`src/rtl/mem_lsu_pkg.sv`:
```
// Shared definitions for the memory-stage load/store unit.
// Holds the mem_op encodings, funct3/size codes, FSM state type, reset/default constants and
// small decode helpers used by mem_lsu and lsu_lane_fmt.
package mem_lsu_pkg;

    // mem_op_i encodings: [3]=memory access, [2:0]=funct3. Stores reuse the funct3 of the
    // matching load with mem_we_i=1 (SB=LB, SH=LH, SW=LW).
    localparam logic [3:0] OP_LB  = 4'b1000;
    localparam logic [3:0] OP_LH  = 4'b1001;
    localparam logic [3:0] OP_LW  = 4'b1010;
    localparam logic [3:0] OP_LBU = 4'b1100;
    localparam logic [3:0] OP_LHU = 4'b1101;

    localparam logic [2:0] F3_B  = OP_LB[2:0];
    localparam logic [2:0] F3_H  = OP_LH[2:0];
    localparam logic [2:0] F3_W  = OP_LW[2:0];
    localparam logic [2:0] F3_BU = OP_LBU[2:0];
    localparam logic [2:0] F3_HU = OP_LHU[2:0];

    // Access size is funct3[1:0].
    localparam logic [1:0] SZ_B = 2'd0;
    localparam logic [1:0] SZ_H = 2'd1;
    localparam logic [1:0] SZ_W = 2'd2;

    localparam logic [31:0] ZERO          = 32'h0000_0000;
    localparam logic [4:0]  ZERO_REG      = 5'd0;
    localparam logic        WRITE_DISABLE = 1'b0;

    typedef enum logic [1:0] {
        StIdle,
        StBus,
        StResp
    } lsu_state_e;

    // Stores only exist for B/H/W; loads additionally have the unsigned B/H forms.
    function automatic logic funct3_legal(input logic [2:0] f3, input logic we);
        if (we) begin
            return (f3 == F3_B) || (f3 == F3_H) || (f3 == F3_W);
        end
        return (f3 == F3_B) || (f3 == F3_H) || (f3 == F3_W) || (f3 == F3_BU) || (f3 == F3_HU);
    endfunction

    function automatic logic misaligned(input logic [1:0] size, input logic [1:0] addr_lo);
        return ((size == SZ_H) && addr_lo[0]) || ((size == SZ_W) && (addr_lo != 2'b00));
    endfunction

endpackage

```
`src/rtl/lsu_lane_fmt.sv`:
```
// Byte-lane formatter for the load/store unit (purely combinational).
// Request side: byte enables and replicated write data for a new access.
//   req_size_i    access size (funct3[1:0])     req_addr_lo_i  byte offset in word
//   req_data_i    raw store data                be_o / wdata_o bus lane enables / data
// Load side: extracts and extends the addressed byte/half from the returned bus word.
//   ld_funct3_i   latched funct3                ld_addr_lo_i   latched byte offset
//   rdata_i       bus read data                 ldata_o        writeback value
module lsu_lane_fmt
    import mem_lsu_pkg::*;
(
    input  logic [1:0]  req_size_i,
    input  logic [1:0]  req_addr_lo_i,
    input  logic [31:0] req_data_i,
    output logic [3:0]  be_o,
    output logic [31:0] wdata_o,
    input  logic [2:0]  ld_funct3_i,
    input  logic [1:0]  ld_addr_lo_i,
    input  logic [31:0] rdata_i,
    output logic [31:0] ldata_o
);

    logic [7:0]  ld_byte;
    logic [15:0] ld_half;

    always_comb begin
        be_o    = 4'b0000;
        wdata_o = ZERO;
        case (req_size_i)
            SZ_B: begin
                be_o    = 4'b0001 << req_addr_lo_i;
                wdata_o = {4{req_data_i[7:0]}};
            end
            SZ_H: begin
                be_o    = req_addr_lo_i[1] ? 4'b1100 : 4'b0011;
                wdata_o = {2{req_data_i[15:0]}};
            end
            SZ_W: begin
                be_o    = 4'b1111;
                wdata_o = req_data_i;
            end
            default: ;
        endcase
    end

    always_comb begin
        ld_byte = rdata_i[7:0];
        case (ld_addr_lo_i)
            2'd0: ld_byte = rdata_i[7:0];
            2'd1: ld_byte = rdata_i[15:8];
            2'd2: ld_byte = rdata_i[23:16];
            2'd3: ld_byte = rdata_i[31:24];
            default: ;
        endcase
        // Halves are always aligned here, so only addr[1] selects.
        ld_half = ld_addr_lo_i[1] ? rdata_i[31:16] : rdata_i[15:0];

        ldata_o = ZERO;
        case (ld_funct3_i)
            F3_B:  ldata_o = {{24{ld_byte[7]}}, ld_byte};
            F3_H:  ldata_o = {{16{ld_half[15]}}, ld_half};
            F3_W:  ldata_o = rdata_i;
            F3_BU: ldata_o = {24'h0, ld_byte};
            F3_HU: ldata_o = {16'h0, ld_half};
            default: ;
        endcase
    end

endmodule

```
`src/rtl/mem_lsu.sv`:
```
// Memory-stage load/store unit.
// Accepts one request at a time from the exe/mem register, drives a single-outstanding req/ack
// bus, and presents a one-cycle writeback pulse to the mem/wb register.
//   clk_i, rst_n_i              clock, synchronous active-low reset
//   req_valid_i / req_ready_o   request handshake; mem_* and reg_* carry the request
//   wb_valid_o, reg_*_o         writeback pulse and fields
//   stall_o                     high while a bus access is in flight
//   misalign_o                  pulse when a misaligned access is dropped
//   bus_*                       word-aligned bus with byte enables
// Optional build macro MEM_LSU_TIMEOUT_EN adds the TIMEOUT_CYCLES parameter, an ack timeout
// counter and the bus_err_o port.
module mem_lsu
    import mem_lsu_pkg::*;
#(
    parameter int unsigned DATA_WIDTH  = 32,
    parameter int unsigned RADDR_WIDTH = 5
`ifdef MEM_LSU_TIMEOUT_EN
    ,
    parameter int unsigned TIMEOUT_CYCLES = 64
`endif
) (
    input  logic                   clk_i,
    input  logic                   rst_n_i,
    input  logic                   req_valid_i,
    output logic                   req_ready_o,
    input  logic [DATA_WIDTH-1:0]  mem_addr_i,
    input  logic [DATA_WIDTH-1:0]  mem_data_i,
    input  logic                   mem_we_i,
    input  logic [3:0]             mem_op_i,
    input  logic [RADDR_WIDTH-1:0] reg_waddr_i,
    input  logic                   reg_we_i,
    input  logic [DATA_WIDTH-1:0]  reg_wdata_i,
    output logic                   wb_valid_o,
    output logic [RADDR_WIDTH-1:0] reg_waddr_o,
    output logic                   reg_we_o,
    output logic [DATA_WIDTH-1:0]  reg_wdata_o,
    output logic                   stall_o,
    output logic                   misalign_o,
    output logic                   bus_req_o,
    output logic                   bus_we_o,
    output logic [DATA_WIDTH-1:0]  bus_addr_o,
    output logic [3:0]             bus_be_o,
    output logic [DATA_WIDTH-1:0]  bus_wdata_o,
    input  logic                   bus_ack_i,
    input  logic [DATA_WIDTH-1:0]  bus_rdata_i
`ifdef MEM_LSU_TIMEOUT_EN
    ,
    output logic                   bus_err_o
`endif
);

    lsu_state_e state_q;

    logic                   req_ready_q, stall_q, wb_valid_q, misalign_q;
    logic [RADDR_WIDTH-1:0] reg_waddr_q;
    logic                   reg_we_q;
    logic [DATA_WIDTH-1:0]  reg_wdata_q;
    logic                   bus_req_q, bus_we_q;
    logic [DATA_WIDTH-1:0]  bus_addr_q, bus_wdata_q;
    logic [3:0]             bus_be_q;

    // Request fields kept for the response cycle.
    logic                   is_load_q;
    logic [2:0]             ld_funct3_q;
    logic [1:0]             addr_lo_q;
    logic                   lat_we_q;
    logic [RADDR_WIDTH-1:0] lat_waddr_q;

`ifdef MEM_LSU_TIMEOUT_EN
    localparam int unsigned CntW = $clog2(TIMEOUT_CYCLES + 1);
    logic [CntW-1:0] cnt_q;
    logic            bus_err_q;
`endif

    logic        accept, is_access, is_misaligned;
    logic [3:0]  lane_be;
    logic [31:0] lane_wdata, lane_ldata;

    assign accept        = req_valid_i & req_ready_q;
    // Undefined funct3 (or a store with an unsigned-load funct3) falls back to pass-through.
    assign is_access     = mem_op_i[3] & funct3_legal(mem_op_i[2:0], mem_we_i);
    assign is_misaligned = misaligned(mem_op_i[1:0], mem_addr_i[1:0]);

    lsu_lane_fmt u_lane_fmt (
        .req_size_i    (mem_op_i[1:0]),
        .req_addr_lo_i (mem_addr_i[1:0]),
        .req_data_i    (mem_data_i),
        .be_o          (lane_be),
        .wdata_o       (lane_wdata),
        .ld_funct3_i   (ld_funct3_q),
        .ld_addr_lo_i  (addr_lo_q),
        .rdata_i       (bus_rdata_i),
        .ldata_o       (lane_ldata)
    );

    always_ff @(posedge clk_i) begin
        if (!rst_n_i) begin
            state_q     <= StIdle;
            req_ready_q <= 1'b1;
            stall_q     <= 1'b0;
            wb_valid_q  <= 1'b0;
            misalign_q  <= 1'b0;
            reg_waddr_q <= ZERO_REG;
            reg_we_q    <= WRITE_DISABLE;
            reg_wdata_q <= ZERO;
            bus_req_q   <= 1'b0;
            bus_we_q    <= 1'b0;
            bus_addr_q  <= ZERO;
            bus_be_q    <= 4'b0000;
            bus_wdata_q <= ZERO;
            is_load_q   <= 1'b0;
            ld_funct3_q <= 3'd0;
            addr_lo_q   <= 2'd0;
            lat_we_q    <= 1'b0;
            lat_waddr_q <= ZERO_REG;
`ifdef MEM_LSU_TIMEOUT_EN
            cnt_q       <= '0;
            bus_err_q   <= 1'b0;
`endif
        end else begin
            // Writeback fields are pulses: cleared unless set below.
            wb_valid_q  <= 1'b0;
            misalign_q  <= 1'b0;
            reg_waddr_q <= ZERO_REG;
            reg_we_q    <= WRITE_DISABLE;
            reg_wdata_q <= ZERO;
`ifdef MEM_LSU_TIMEOUT_EN
            bus_err_q   <= 1'b0;
`endif
            unique case (state_q)
                StIdle: begin
                    if (accept) begin
                        if (!is_access) begin
                            wb_valid_q  <= 1'b1;
                            reg_waddr_q <= reg_waddr_i;
                            reg_we_q    <= mem_op_i[3] ? WRITE_DISABLE : reg_we_i;
                            reg_wdata_q <= reg_wdata_i;
                        end else if (is_misaligned) begin
                            wb_valid_q  <= 1'b1;
                            misalign_q  <= 1'b1;
                            reg_waddr_q <= reg_waddr_i;
                        end else begin
                            state_q     <= StBus;
                            req_ready_q <= 1'b0;
                            stall_q     <= 1'b1;
                            bus_req_q   <= 1'b1;
                            bus_we_q    <= mem_we_i;
                            bus_addr_q  <= {mem_addr_i[DATA_WIDTH-1:2], 2'b00};
                            bus_be_q    <= lane_be;
                            bus_wdata_q <= mem_we_i ? lane_wdata : ZERO;
                            is_load_q   <= ~mem_we_i;
                            ld_funct3_q <= mem_op_i[2:0];
                            addr_lo_q   <= mem_addr_i[1:0];
                            lat_we_q    <= reg_we_i;
                            lat_waddr_q <= reg_waddr_i;
`ifdef MEM_LSU_TIMEOUT_EN
                            cnt_q       <= '0;
`endif
                        end
                    end
                end
                StBus: begin
                    if (bus_ack_i) begin
                        state_q     <= StResp;
                        stall_q     <= 1'b0;
                        bus_req_q   <= 1'b0;
                        bus_we_q    <= 1'b0;
                        bus_addr_q  <= ZERO;
                        bus_be_q    <= 4'b0000;
                        bus_wdata_q <= ZERO;
                        wb_valid_q  <= 1'b1;
                        reg_waddr_q <= lat_waddr_q;
                        reg_we_q    <= is_load_q ? lat_we_q : WRITE_DISABLE;
                        reg_wdata_q <= is_load_q ? lane_ldata : ZERO;
`ifdef MEM_LSU_TIMEOUT_EN
                    end else if (cnt_q == CntW'(TIMEOUT_CYCLES - 1)) begin
                        // Give up: the response cycle reports the error with no register write.
                        state_q     <= StResp;
                        stall_q     <= 1'b0;
                        bus_req_q   <= 1'b0;
                        bus_we_q    <= 1'b0;
                        bus_addr_q  <= ZERO;
                        bus_be_q    <= 4'b0000;
                        bus_wdata_q <= ZERO;
                        wb_valid_q  <= 1'b1;
                        bus_err_q   <= 1'b1;
                        reg_waddr_q <= lat_waddr_q;
                    end else begin
                        cnt_q <= cnt_q + 1'b1;
`endif
                    end
                end
                StResp: begin
                    state_q     <= StIdle;
                    req_ready_q <= 1'b1;
                end
                default: begin
                    state_q     <= StIdle;
                    req_ready_q <= 1'b1;
                    stall_q     <= 1'b0;
                    bus_req_q   <= 1'b0;
                end
            endcase
        end
    end

    assign req_ready_o = req_ready_q;
    assign stall_o     = stall_q;
    assign wb_valid_o  = wb_valid_q;
    assign misalign_o  = misalign_q;
    assign reg_waddr_o = reg_waddr_q;
    assign reg_we_o    = reg_we_q;
    assign reg_wdata_o = reg_wdata_q;
    assign bus_req_o   = bus_req_q;
    assign bus_we_o    = bus_we_q;
    assign bus_addr_o  = bus_addr_q;
    assign bus_be_o    = bus_be_q;
    assign bus_wdata_o = bus_wdata_q;
`ifdef MEM_LSU_TIMEOUT_EN
    assign bus_err_o   = bus_err_q;
`endif

endmodule

```
`config.mk`:
```
export PLATFORM = sky130hd
export DESIGN_NAME = mem_lsu
export DESIGN_NICKNAME = d
export VERILOG_FILES = /design/src/rtl/mem_lsu_pkg.sv /design/src/rtl/lsu_lane_fmt.sv /design/src/rtl/mem_lsu.sv
export SDC_FILE = /design/constraint.sdc
export NUM_CORES = 1
export LEC_CHECK = 0
export ABC_AREA = 1
export BUFFER_PORTS_ARGS = -buffer_cell sky130_fd_sc_hd__buf_2
export CAP_MARGIN = 5
export CORE_ASPECT_RATIO = 1.25
export CORE_MARGIN = 2
export CORE_UTILIZATION = 30
export CTS_CLUSTER_DIAMETER = 60
export DETAILED_ROUTE_END_ITERATION = 16
export PLACE_DENSITY = 0.63
export SLEW_MARGIN = 5
export SYNTH_ARGS = -nofsm -noshare
export SYNTH_HDL_FRONTEND = slang
export SYNTH_SLANG_ARGS = --single-unit
```
`constraint.sdc`:
```
create_clock -name clk_i -period 1.35 [get_ports clk_i]
set_input_delay 0.2025 -clock clk_i [delete_from_list [all_inputs] [get_ports clk_i]]
set_output_delay 0.2025 -clock clk_i [all_outputs]
set_load 0.05 [all_outputs]
```
* After elaboration in Yosys (flattened, before gate mapping) *
Index checks and enable logic that the tools add are counted.

cells by class
  bitwise gates (word level) = 6
  reduce and logical (&&, ||, !) cells = 20
  multiplexer cells = 63
  equality and inequality tests = 19
  shifts and indexed selects = 1

operator list
  operator                                                                count
  32-bit 2-to-1 mux                                                       12
  32-bit one-hot mux with 2 select lines                                  3
  32-bit one-hot mux with 5 select lines                                  1
  32-bit one-hot mux with 3 select lines                                  1
  8-bit one-hot mux with 4 select lines                                   1
  1-bit 2-to-1 mux                                                        22
  4-bit 2-to-1 mux                                                        5
  5-bit 2-to-1 mux                                                        4
  16-bit 2-to-1 mux                                                       1
  4-bit AND reduction                                                     4
  3-bit equality test (second input constant)                             4
  4-bit one-hot mux with 3 select lines                                   1
  5-bit one-hot mux with 2 select lines                                   1
  5-bit AND reduction                                                     2
  2-bit equality test (second input constant)                             4
  2-bit 2-to-1 mux                                                        4
  2-bit inequality test (second input constant)                           4
  1-bit one-hot mux with 2 select lines                                   4
  4-bit one-hot mux with 2 select lines                                   1
  2-bit by 1-bit equality test with 1-bit output (second input constant)  3
  3-bit by 1-bit equality test with 1-bit output (second input constant)  2
  3-bit by 2-bit equality test with 1-bit output (second input constant)  2
  2-bit zero test                                                         3
  3-bit zero test                                                         2
  8 further kinds                                                         18

word-level totals
  word-level logic and storage cells = 126
  bits of input ports = 143
  flip-flop bits (word level) = 125

* Longest topological paths before layout *
Gate-level depths: netlist of the first run.

  depth after elaboration = 10
  mapped depth = 11
  depth with buffers taken out = 9

* Modules after synthesis *
From an unflattened synthesis of the first run, not the netlist that was laid out.

unflattened totals
  cells, all modules = 887
  area total of the unflattened synthesis = 6109.6 µm²

modules (own cells, without submodules)
  module        cells an instance  area each (µm²)  times used
  mem_lsu       532                4614.4           1
  lsu_lane_fmt  355                1495.2           1

* Worst setup path after synthesis of the first run *
OpenSTA, ideal clock, no wires.

  path kind = reg-to-reg
  from = reg req_ready_q (netlist: req_ready_o)
  to = reg bus_addr_q[20] (netlist: bus_addr_o[20])
  buffers on the path = 2
  setup time = 0.138 ns
  cell stages (with the launch flop) = 10
  setup slack = -0.334 ns
  clock period less this slack = 1.684 ns
  arrival time = 1.547 ns
  required time = 1.212 ns
  cell sequence = dfxtp_1 > nand2_1 > inv_1 > nand3_2 > nand2_2 > nand3_2 > buf_6 > buf_6 > nand2_2 > a21oi_2

on the way
  longest elaborated chain between the ends = 3

ends and longest elaborated chain
  item                                    line            text
  from (decl)                             mem_lsu.sv:54   logic req_ready_q, stall_q, wb_valid_q, misalign_q;
  from (signal assigned)                  mem_lsu.sv:99   req_ready_q <= 1'b1;
  from (signal assigned)                  mem_lsu.sv:144  req_ready_q <= 1'b0;
  from (signal assigned)                  mem_lsu.sv:195  req_ready_q <= 1'b1;
  1-bit bitwise AND                       mem_lsu.sv:79   assign accept = req_valid_i & req_ready_q;
  2-bit inequality test (no source line)  --
  5-bit AND reduction (no source line)    --
  to (signal assigned)                    mem_lsu.sv:148  bus_addr_q <= {mem_addr_i[DATA_WIDTH-1:2], 2'b00};
  to (decl)                               mem_lsu.sv:59   logic [DATA_WIDTH-1:0] bus_addr_q, bus_wdata_q;

Every way passes these cells.
A chain may end at the register's enable or synchronous reset.

* Worst setup path in the final report of the first run *
  from = reg state_q[1]
  to = reg bus_be_q[1] (netlist: bus_be_o[1])

on the way
  longest elaborated chain between the ends = 3
  elaborated cells between the ends (all ways) = 9

ends and longest elaborated chain
  item                                                                               line            text
  from (decl)                                                                        mem_lsu.sv:52   lsu_state_e state_q;
  from (signal assigned)                                                             mem_lsu.sv:98   state_q <= StIdle;
  from (signal assigned)                                                             mem_lsu.sv:143  state_q <= StBus;
  from (signal assigned)                                                             mem_lsu.sv:164  state_q <= StResp;
  2-bit by 1-bit equality test with 1-bit output or 2-bit zero test (tied branches)  mem_lsu.sv:130  unique case (state_q)
  2-bit inequality test (no source line) or 2-bit nonzero test (tied branches)       --
  5-bit AND reduction (no source line)                                               --
  to (signal assigned)                                                               mem_lsu.sv:149  bus_be_q <= lane_be;
  to (decl)                                                                          mem_lsu.sv:60   logic [3:0] bus_be_q;

Several ways; a longest one is shown, not always the timed one.

==> results.md, run 1 <==
- Synth warn: 0
- Yosys reg bits: between 100 and 150
- Die height: 161 um
- Syn_area_per_cell: 6.74 um2
- Outcome: finished, violations left
- Setup slack after layout: -0.0121 ns
- Final setup viols: 17
- Worst endpoint required time: 1.64 ns
- GRT Overall Usage: 19.2%
- IO Count: 255
- Layout Cells excl Fill: 1446
- Vias: approximately 6700
- Crit path cell chain: nor2_4 > buf_6 > nand3_4 > nand3_4 > buf_12 > buf_12 > nand2_1 > nand2_1 > nor2_1
- TritonCTS clock tree: done
- Std-Cell Rows: 57
- Synth Area in XOR/XNOR: 0%
- Die width: around 130 um
- DP Area: approximately 0.0078 mm2
- Initial DRC Count: around 300
- Prevailing post-synth register cell: dfxtp_1
- Crit path max-delay family: simple AND/OR/NAND/NOR gates
- Period minus WS final: ~1.4 ns
- Top Usage Layer GRT: met2
- Max stage delay on crit path: 0.37 ns
- H-Tree Depth: 4
- First-pass GRT wire length: 31400 um
- RSZ-0062 raised after global routing: yes
- Crit Path Class: flop to flop
- Placer congestion estimate: between 0.8 and 0.9
- Leakage: between 4 and 5 nW
- Post-DP HPWL: 14700 um
- # DRC: 0
- Gr ovfl total: 0
- CTS Sinks: approximately 120
- Vias in the first global route: 6116
- Total Wirelength: about 21000 um
- Area Growth Syn to Fin: 53.0%
- Largest cells by area after synthesis: dfxtp_1 (42%), nand2_1 (21%), a21oi_1 (8.1%), nand3_1 (5.1%), inv_1 (3.7%)
- Worst Hold Class: input pin to flop
- Final Hold Fails: 0
- Initial antenna violation count: 1
- Failing checks: setup timing
- GR Layer Usage met2: between 30% and 40%
- Period utilisation layout: 101%
- Largest family of logic cells by synthesized area: simple AND/OR/NAND/NOR gates
- Ys async rst share: 0%
- TritonRoute pass-1 iters: 4
- Post-synthesis mux area share: 0%
- PortBufs: approximately 250
- Maximum VDD drop: approximately 0.8 mV
- Post-synth EDFFs: 0
- M1 GR Usage: between 20% and 30%
- Final hold slack: around 0.040 ns
- WP buf/inv: 3
- Synth cell count leaders: nand2_1 (337), dfxtp_1 (123), a21oi_1 (96)
- Antenna viol nets, final: 0
- Cell taking the most area after synthesis: dfxtp_1
- Clk slew on worst S/H paths: around 0.06 ns
- Clk Latency, worst-skew pair: 0.41 ns
- Worst path slowest cell: dfxtp_4
- WL/cell: 14.4 um
- Starting Density: between 30% and 40%
- Critical path capture point type: flop
- Clock root cell: clkbuf_16
- Post-Synth Adder-Cell Area: 0%
- Largest net degree at the start of global routing: 52
- Die ar.: 0.0209 mm2
- CTS Buffer Depth: 2
- Post-route cell area: ~0.009 mm2
- Post-synthesis cell type count: 32
- Startpoint types: flop
- Post-Synth Simple-Gate Area: ~34%
- Core Region: roughly 0.019 mm2
- Final Net Count: around 1300
- Number of max-cap violations: 0
- Netlist Area Pre-Place: ~0.0059 mm2
- Met3 usage: 4.34%
- Most common cell in the netlist: nand2_1
- Placed insts: between 1000 and 1500
- Maximum clock frequency: roughly 730 MHz
- Clock skew: 0.00588 ns
- Pins Over Slew Limit: 0
- Synth top area share: 41.5%
- Pwr/cell area: between 1000 and 1500 mW/mm2
- Fraction of layout cells with a size suffix above 1: 41.1%
- Worst path arrival time: approximately 1.7 ns
- Seq/Total Area, Yosys: about two fifths
- Syn Inst Count: 880
- Maximum fanout along the worst path: 9
- CTS buffer count: 17
- Complex-gate fraction of the synthesized area: between 10% and 20%
- Vias/cell: about 4.6
- Setup TNS: -0.102 ns
[flip-flops by register name (all words and copies together), names as in the netlist]
name	count
bus_we_o	1
state_q	2
bus_req_o	1
ld_funct3_q	3
reg_waddr_o	5
is_load_q	1
bus_be_o	4
lat_we_q	1
misalign_o	1
req_ready_o	1
wb_valid_o	1
reg_wdata_o	32
bus_addr_o	30
reg_we_o	1
bus_wdata_o	32
lat_waddr_q	5
addr_lo_q	2
[placed cells by master (no fill, tap or decap), drive strengths merged, types with 2 or more instances in the layout]
cell	n
buf	316
bufinv	2
bufbuf	2
inv	65
conb	2
nand3	63
dfxtp	123
a21oi	107
a22o	8
clkinvlp	3
o21ai	36
nor2	52
nor3	3
clkbuf	28
nand4	4
o22ai	7
nand2	351
clkinv	5
[worst paths after layout]
check	startpoint	endpoint	slack, ns	depth (start not counted)
max	state_q[1]	bus_be_o[1]	-0.01	9
min	mem_addr_i[11]	bus_addr_o[11]	0.04	3
max reg2reg	state_q[1]	bus_be_o[1]	-0.01	9
min reg2reg	bus_addr_o[2]	bus_addr_o[2]	0.45	2
[worst min-delay path: cells and delay by family]
family	cells	cell delay, ns
buf+inv	1	0.10
simple gates	1	0.05
compound gates	1	0.05
[power by group]
| part | internal (mW) | total, mW | switching [mW] | leakage, nW |
|---|---|---|---|---|
| clock | 2.74 | 4.36 | 1.62 | 0.271 |
| combinational | 0.773 | 2.07 | 1.30 | 3.04 |
| sequential | 3.75 | 3.82 | 0.0624 | 1.00 |
| total | 7.27 | 10.2 | 2.98 | 4.31 |
[metal layers]
layer  part of all wire [%]  vias up  wire length, um
met2                     52      196            10800
met3                    5.9       33             1220
li1                       -     3377                -
met4                    2.8        0              581
met1                     40     3093             8300
met5                      0        -                0
[kinds of logic (layout without fill, tap and decap cells)]
logic type / Yosys count / after routing
other cells: 1 / 3
simple gates: 475 / 475
buf+inv: 122 / 421
compound gates: 159 / 159
flops: 123 / 123
[cell type report]
| type | count | area [um2] |
|---|---|---|
| clock buffer | 23 | 458 |
| clock inverter | 8 | 96.3 |
| tap | 265 | 332 |
| timing repair inverter | 1 | 7.51 |
| inverter | 66 | 256 |
| fill | 1996 | 10300 |
| antenna | 1 | 2.50 |
| multi-input combinational | 636 | 3240 |
| timing repair buffer | 323 | 2200 |
| sequential | 123 | 2480 |
[per-stage QoR]
| step | power (mW) | utilization, % | setup slack [ns] |
|---|---|---|---|
| floorplan | 5.04 | - | -0.0629 |
| global route | 10.7 | 46.8 | -0.106 |
| finish | 10.2 | 46.8 | -0.0121 |
| detailed placement | 5.72 | 40.2 | -0.193 |
| global placement | 5.71 | 40.2 | -0.126 |
| CTS | 10.2 | 44.1 | -0.0658 |
[what timing repair did]
action / in CTS / in global routing
cloned: 4 / 7
resized for setup: 20 / 118
pin swaps: 5 / 23
endpoints found under the setup margin: 108 / 114
hold buffers: 0 / 0
buffers inserted: 4 / 3
(Power assumes the default switching activity.)
==> run 2, diff against run 1 <==
--- a/config.mk
+++ b/config.mk
@@ -8,12 +8,14 @@
 export ABC_AREA = 1
 export BUFFER_PORTS_ARGS = -buffer_cell sky130_fd_sc_hd__buf_2
 export CAP_MARGIN = 5
+export CELL_PAD_IN_SITES_DETAIL_PLACEMENT = 0
+export CELL_PAD_IN_SITES_GLOBAL_PLACEMENT = 1
 export CORE_ASPECT_RATIO = 1.25
 export CORE_MARGIN = 2
-export CORE_UTILIZATION = 30
+export CORE_UTILIZATION = 29
 export CTS_CLUSTER_DIAMETER = 60
 export DETAILED_ROUTE_END_ITERATION = 16
-export PLACE_DENSITY = 0.63
+export PLACE_DENSITY = 0.82
 export SLEW_MARGIN = 5
 export SYNTH_ARGS = -nofsm -noshare
 export SYNTH_HDL_FRONTEND = slang
==> results.md, run 2 (synthesis gave the netlist of run 1 again) <==
- IO Count: 255 (unchanged)
- Dpl ws: -0.190 ns (was -0.193 ns)
- Starting Density: 29.5% (was 30.6%)
- TritonCTS clock tree: done (unchanged)
- Worst Hold Class: input pin to flop (unchanged)
- Setup slack after layout: -0.118 ns (was -0.0121 ns)
- Vias: 6703 (was 6699)
- Initial antenna violation count: 3 (was 1)
- Max stage delay on crit path: 0.35 ns (was 0.37 ns)
- Worst endpoint required time: 1.70 ns (was 1.64 ns)
- Crit path cell chain: buf_6 > nor3_4 > buf_6 > clkbuf_16 > nand2_4 > nand2_2 > inv_2 > nand2_1 > nand2_1 > a21oi_1 (was nor2_4 > buf_6 > nand3_4 > nand3_4 > buf_12 > buf_12 > nand2_1 > nand2_1 > nor2_1)
- Vias in the first global route: 6200 (was 6116)
- Startpoint types: flop (unchanged)
- Gr ovfl total: 0 (unchanged)
- Initial DRC Count: 265 (was 297)
- Number of max-cap violations: 0 (unchanged)
- Worst path slowest cell: dfxtp_4 (unchanged)
- PortBufs: 252 (unchanged)
- Commonest non-fill, non-tap cells in the layout: nand2_1 (277), buf_2 (251), dfxtp_1 (115), a21oi_1 (67), nand2_2 (60) (was nand2_1 (312), buf_2 (251), dfxtp_1 (115), a21oi_1 (62), nand3_1 (59))
- Maximum fanout along the worst path: 6 (was 9)
- Crit path max-delay family: buffers and inverters (was simple AND/OR/NAND/NOR gates)
- Die ar.: 0.0216 mm2 (was 0.0209 mm2)
- Maximum clock frequency: 681 MHz (was 734 MHz)
- Vias/cell: 4.57 (was 4.63)
- Most common cell after layout, fill and taps aside: nand2_1 (unchanged)
- TritonRoute pass-1 iters: 4 (unchanged)
- Clock root cell: clkbuf_16 (unchanged)
- Post-DP HPWL: 14900 um (was 14700 um)
- Final Net Count: 1325 (was 1311)
- Failing checks: setup timing (unchanged)
- Period utilisation layout: 109% (was 101%)
- Worst path arrival time: 1.82 ns (was 1.66 ns)
- Worst r2r src: ld_funct3_q[2] (was state_q[1])
- Core Util, Final: 46.7% (was 46.8%)
- Die height: 164 um (was 161 um)
- Pins Over Slew Limit: 0 (unchanged)
- Total Wirelength: 21500 um (was 20900 um)
- # DRC: 0 (unchanged)
- Largest net degree at the start of global routing: 35 (was 52)
- Hold path start: reg_wdata_i[21] (was mem_addr_i[11])
- Std-Cell Rows: 58 (was 57)
- WP buf/inv: 4 (was 3)
- Final Hold Fails: 0 (unchanged)
- Outcome: finished, violations left (unchanged)
- Period minus WS final: 1.47 ns (was 1.36 ns)
- Maximum VDD drop: 0.774 mV (was 0.799 mV)
- First-pass GRT wire length: 31900 um (was 31400 um)
- CTS Buffer Depth: 2 (unchanged)
- Clock skew: 0.0108 ns (was 0.00588 ns)
- Clk Latency, worst-skew pair: 0.42 ns (was 0.41 ns)
- Final setup viols: 102 (was 17)
- H-Tree Depth: 4 (unchanged)
- Critical path capture point type: flop (unchanged)
- Pwr/cell area: 1130 mW/mm2 (about the same)
- Clk slew on worst S/H paths: 0.06 ns (about the same)
- Antenna viol nets, final: 0 (unchanged)
- Placer congestion estimate: 0.823 (was 0.856)
- Leakage: 4.45 nW (was 4.31 nW)
- Die width: 132 um (was 130 um)
- Hold buffer count at CTS: 0 (unchanged)
- RSZ-0062 raised after global routing: yes (unchanged)
- CP startpoint: ld_funct3_q[2] (was state_q[1])
- CTS Sinks: 123 (unchanged)
- GRT Overall Usage: 18.6% (was 19.2%)
- Fraction of layout cells with a size suffix above 1: 46.0% (was 41.1%)
- Crit Path Class: flop to flop (unchanged)
- Core Region: 0.0201 mm2 (was 0.0194 mm2)
- WL/cell: 14.6 um (was 14.4 um)
- CTS buffer count: 17 (unchanged)
- Area Growth Syn to Fin: 58.4% (was 53.0%)
==> run 2: cell types whose count changed in the layout (fill, tap and decap cells not counted), sizes merged <==
cell	delta
buf	+14
bufbuf	-2
inv	+4
diode	+2
clkinv	+1
clkbuf	-2
==> run 2: layout make-up <==
cell class,count,area (um2)
Inverter,66,265
Timing Repair Buffer,338,2310
Fill cell,2073,10700
Multi-Input combinational cell,636,3400
Sequential cell,123,2480
Clock inverter,14,161
Clock buffer,18,429
Tap cell,270,338
Antenna cell,3,7.51
==> run 2: report_power, final <==
group | internal [mW] | total (mW) | switching (mW)
registers | 3.75 | 3.82 | 0.0661
clock network | 2.76 | 4.64 | 1.87
logic | 0.818 | 2.17 | 1.35
==> run 2: what timing repair did <==
action                                  4_1_cts  5_1_grt
setup buffers                                 8        5
gates cloned                                  4        9
pin swaps                                     2       31
resized for setup                            34      162
endpoints found under the setup margin      112      117
==> run 2: worst register-to-register path, stage by stage (launching register included) <==
cell and delay, ns:
dfxtp_4 0.35, buf_6 0.12, nor3_4 0.22, buf_6 0.16, clkbuf_16 0.16, nand2_4 0.04, nand2_2 0.06, inv_2 0.04
nand2_1 0.06, nand2_1 0.07, a21oi_1 0.14
==> run 2: worst paths after layout <==
kind / slack, ns / cells after the start / endpoint
max reg2reg: -0.12 / 10 / reg_wdata_o[28]
min reg2reg: 0.46 / 2 / bus_addr_o[31]
min: 0.03 / 3 / reg_wdata_o[21]
max: -0.12 / 10 / reg_wdata_o[28]
==> run 2: stage by stage <==
stage	setup TNS [ns]	hold slack (ns)	power [mW]	area [um2]	cells
6_report	-6.89	0.0255	10.6	9390	1468
5_1_grt	-13.32	0.00776	11.1	9390	1467
4_1_cts	-3.54	0.00882	10.5	8710	1453
3_5_place_dp	-13.53	0.451	5.74	7830	1409
3_3_place_gp	-11.80	0.442	5.74	7830	1409
2_1_floorplan	-1.60	0.326	5.04	5960	881
==> run 2: layer usage <==
metal	vias up	track usage (%)	wire, um	part of all wire (%)
met4	0	7.07	369	1.7
met1	3043	21.5	8800	41
met3	26	5.09	1210	5.6
met2	214	32.6	11100	52
met5	-	0	0	0
li1	3420	-	-	-
==> run 3, diff against run 2 <==
--- a/config.mk
+++ b/config.mk
@@ -10,10 +10,11 @@
 export CAP_MARGIN = 5
 export CELL_PAD_IN_SITES_DETAIL_PLACEMENT = 0
 export CELL_PAD_IN_SITES_GLOBAL_PLACEMENT = 1
-export CORE_ASPECT_RATIO = 1.25
+export CORE_ASPECT_RATIO = 0.8
 export CORE_MARGIN = 2
 export CORE_UTILIZATION = 29
 export CTS_CLUSTER_DIAMETER = 60
+export CTS_CLUSTER_SIZE = 28
 export DETAILED_ROUTE_END_ITERATION = 16
 export PLACE_DENSITY = 0.82
 export SLEW_MARGIN = 5
==> results.md, run 3 (synthesis gave the netlist of run 1 again) <==
- Final setup viols: 101 (was 102)
- Worst r2r src: state_q[0] (was ld_funct3_q[2])
- Maximum VDD drop: 0.673 mV (was 0.774 mV)
- # DRC: 0 (unchanged)
- Worst Hold Class: input pin to flop (unchanged)
- WP buf/inv: 4 (unchanged)
- Die height: 132 um (was 164 um)
- Vias in the first global route: 6089 (was 6200)
- H-Tree Depth: 4 (unchanged)
- Failing checks: setup timing (unchanged)
- Hold buffer count at CTS: 0 (unchanged)
- Hold endpoint: reg_wdata_o[16] (was reg_wdata_o[21])
- GRT Overall Usage: 18.9% (was 18.6%)
- Number of max-cap violations: 0 (unchanged)
- Clock root cell: clkbuf_16 (unchanged)
- Critical path capture point type: flop (unchanged)
- Area Growth Syn to Fin: 65.7% (was 58.4%)
- TritonRoute pass-1 iters: 5 (was 4)
- Final Net Count: 1330 (was 1325)
- Initial antenna violation count: 3 (unchanged)
- CTS Sinks: 123 (unchanged)
- TritonCTS clock tree: done (unchanged)
- Dpl ws: -0.237 ns (was -0.190 ns)
- Worst Hold Path Cells: 3 (unchanged)
- Worst path slowest cell: dfxtp_2 (was dfxtp_4)
- Maximum fanout along the worst path: 8 (was 6)
- Reg-to-reg setup timing slack: -0.08 ns (was -0.12 ns)
- Clk slew on worst S/H paths: 0.07 ns (was 0.06 ns)
- Antenna viol nets, final: 0 (unchanged)
- Crit path max-delay family: simple AND/OR/NAND/NOR gates (was buffers and inverters)
- Vias/cell: 4.71 (was 4.57)
- Post-route cell area: 0.00983 mm2 (was 0.00939 mm2)
- Hold path start: reg_wdata_i[16] (was reg_wdata_i[21])
- Clk Latency, worst-skew pair: 0.41 ns (was 0.42 ns)
- Setup slack after layout: -0.0826 ns (was -0.118 ns)
- DP Area: 0.00779 mm2 (was 0.00783 mm2)
- Largest net degree at the start of global routing: 54 (was 35)
- Worst endpoint required time: 1.70 ns (about the same)
- Most common cell after layout, fill and taps aside: buf_2 (was nand2_1)
- Commonest non-fill, non-tap cells in the layout: buf_2 (251), nand2_1 (239), dfxtp_1 (115), nand2_2 (87), nand3_1 (55) (was nand2_1 (277), buf_2 (251), dfxtp_1 (115), a21oi_1 (67), nand2_2 (60))
- Std-Cell Rows: 46 (was 58)
- Period utilisation layout: 106% (was 109%)
- RR Endpoint: bus_wdata_o[15] (was reg_wdata_o[28])
- PortBufs: 252 (unchanged)
- CTS Buffer Depth: 2 (unchanged)
- Clock skew: 0.00934 ns (was 0.0108 ns)
- RSZ-0062 raised after global routing: yes (unchanged)
- Fraction of layout cells with a size suffix above 1: 50.5% (was 46.0%)
- Placer congestion estimate: 0.885 (was 0.823)
- Crit Path Class: flop to flop (unchanged)
- Maximum clock frequency: 698 MHz (was 681 MHz)
- Vias: 6893 (was 6703)
- Tot Pwr: 10.9 mW (was 10.6 mW)
- Initial DRC Count: 457 (was 265)
- Die ar.: 0.0216 mm2 (unchanged)
- Most used cell, CP: nor2_4
- Worst path arrival time: 1.78 ns (was 1.82 ns)
- CTS buffer count: 17 (unchanged)
- Crit path cell chain: inv_2 > nor2_4 > inv_2 > nor2_4 > nor2_4 > nand3_4 > buf_12 > buf_16 > nand2_1 > a21oi_2 (was buf_6 > nor3_4 > buf_6 > clkbuf_16 > nand2_4 > nand2_2 > inv_2 > nand2_1 > nand2_1 > a21oi_1)
- Total Wirelength: 22900 um (was 21500 um)
- Startpoint types: flop (unchanged)
- Pwr/cell area: 1110 mW/mm2 (was 1130 mW/mm2)
- Starting Density: 29.8% (was 29.5%)
- WL/cell: 15.6 um (was 14.6 um)
- Final Hold Fails: 0 (unchanged)
- Outcome: finished, violations left (unchanged)
- Max stage delay on crit path: 0.36 ns (was 0.35 ns)
- Period minus WS final: 1.43 ns (was 1.47 ns)
- Leakage: 4.58 nW (was 4.45 nW)
- IO Count: 255 (unchanged)
- Die width: 164 um (was 132 um)
- Pins Over Slew Limit: 0 (unchanged)
- Post-DP HPWL: 15200 um (was 14900 um)
- Gr ovfl total: 0 (unchanged)
- Core Region: 0.0199 mm2 (was 0.0201 mm2)
- First-pass GRT wire length: 32300 um (was 31900 um)
- R2R depth: 10 (unchanged)
- Core Util, Final: 49.4% (was 46.7%)
[run 3: repair_timing]
action                     4_1_cts  5_1_grt
gates resized for setup         56      228
buffers inserted                 8       10
gates cloned                     6       11
setup endpoints to repair      107      111
pin swaps                        9       77
[run 3: layout make-up]
class                      instances  area (um2)
fill                            2031       10100
clock buffer                      19         453
antenna                            1        2.50
tap                              264         330
inverter                          66         264
timing repair buffer             342        2510
timing repair inverter             1        7.51
sequential                       123        2480
multi-input combinational        636        3620
clock inverter                    13         156
[run 3: metal layers]
metal	GRT usage, %	share of wire, %	vias to the layer above
li1	-	-	3424
met1	26.9	47	3185
met2	28.1	45	252
met3	5.32	7.6	28
met4	4.78	0.94	4
met5	0	0.10	-
[run 3: per-stage QoR]
stage,hold WS (ns),setup TNS [ns],cells
detailed placement,0.449,-16.33,1399
CTS,0.00878,-0.637,1445
finish,0.0326,-2.85,1465
global route,0.0227,-9.55,1465
floorplan,0.326,-1.60,881
global placement,0.445,-11.90,1399
[run 3: worst reg2reg max path: stages, from the launching register on]
cell	delay (ns)
dfxtp_2	0.36
inv_2	0.06
nor2_4	0.10
inv_2	0.07
nor2_4	0.11
nor2_4	0.06
nand3_4	0.10
buf_12	0.16
buf_16	0.14
nand2_1	0.08
a21oi_2	0.13
[run 3: power by group]
group	switching [mW]	internal [mW]
registers	0.0678	3.75
clock network	1.88	2.87
logic	1.44	0.908
total	3.40	7.53
[run 3: worst max-delay path by stage]
| stage | from | endpoint | slack, ns | depth (start not counted) |
|---|---|---|---|---|
| floorplan | req_ready_o | bus_addr_o[20] | -0.06 | 9 |
| global placement | mem_op_i[1] | ld_funct3_q[2] | -0.17 | 10 |
| detailed placement | mem_op_i[1] | bus_wdata_o[31] | -0.24 | 10 |
| CTS | req_ready_o | bus_wdata_o[0] | -0.03 | 9 |
| global route | state_q[0] | bus_wdata_o[30] | -0.14 | 10 |
| finish | state_q[0] | bus_wdata_o[15] | -0.08 | 10 |
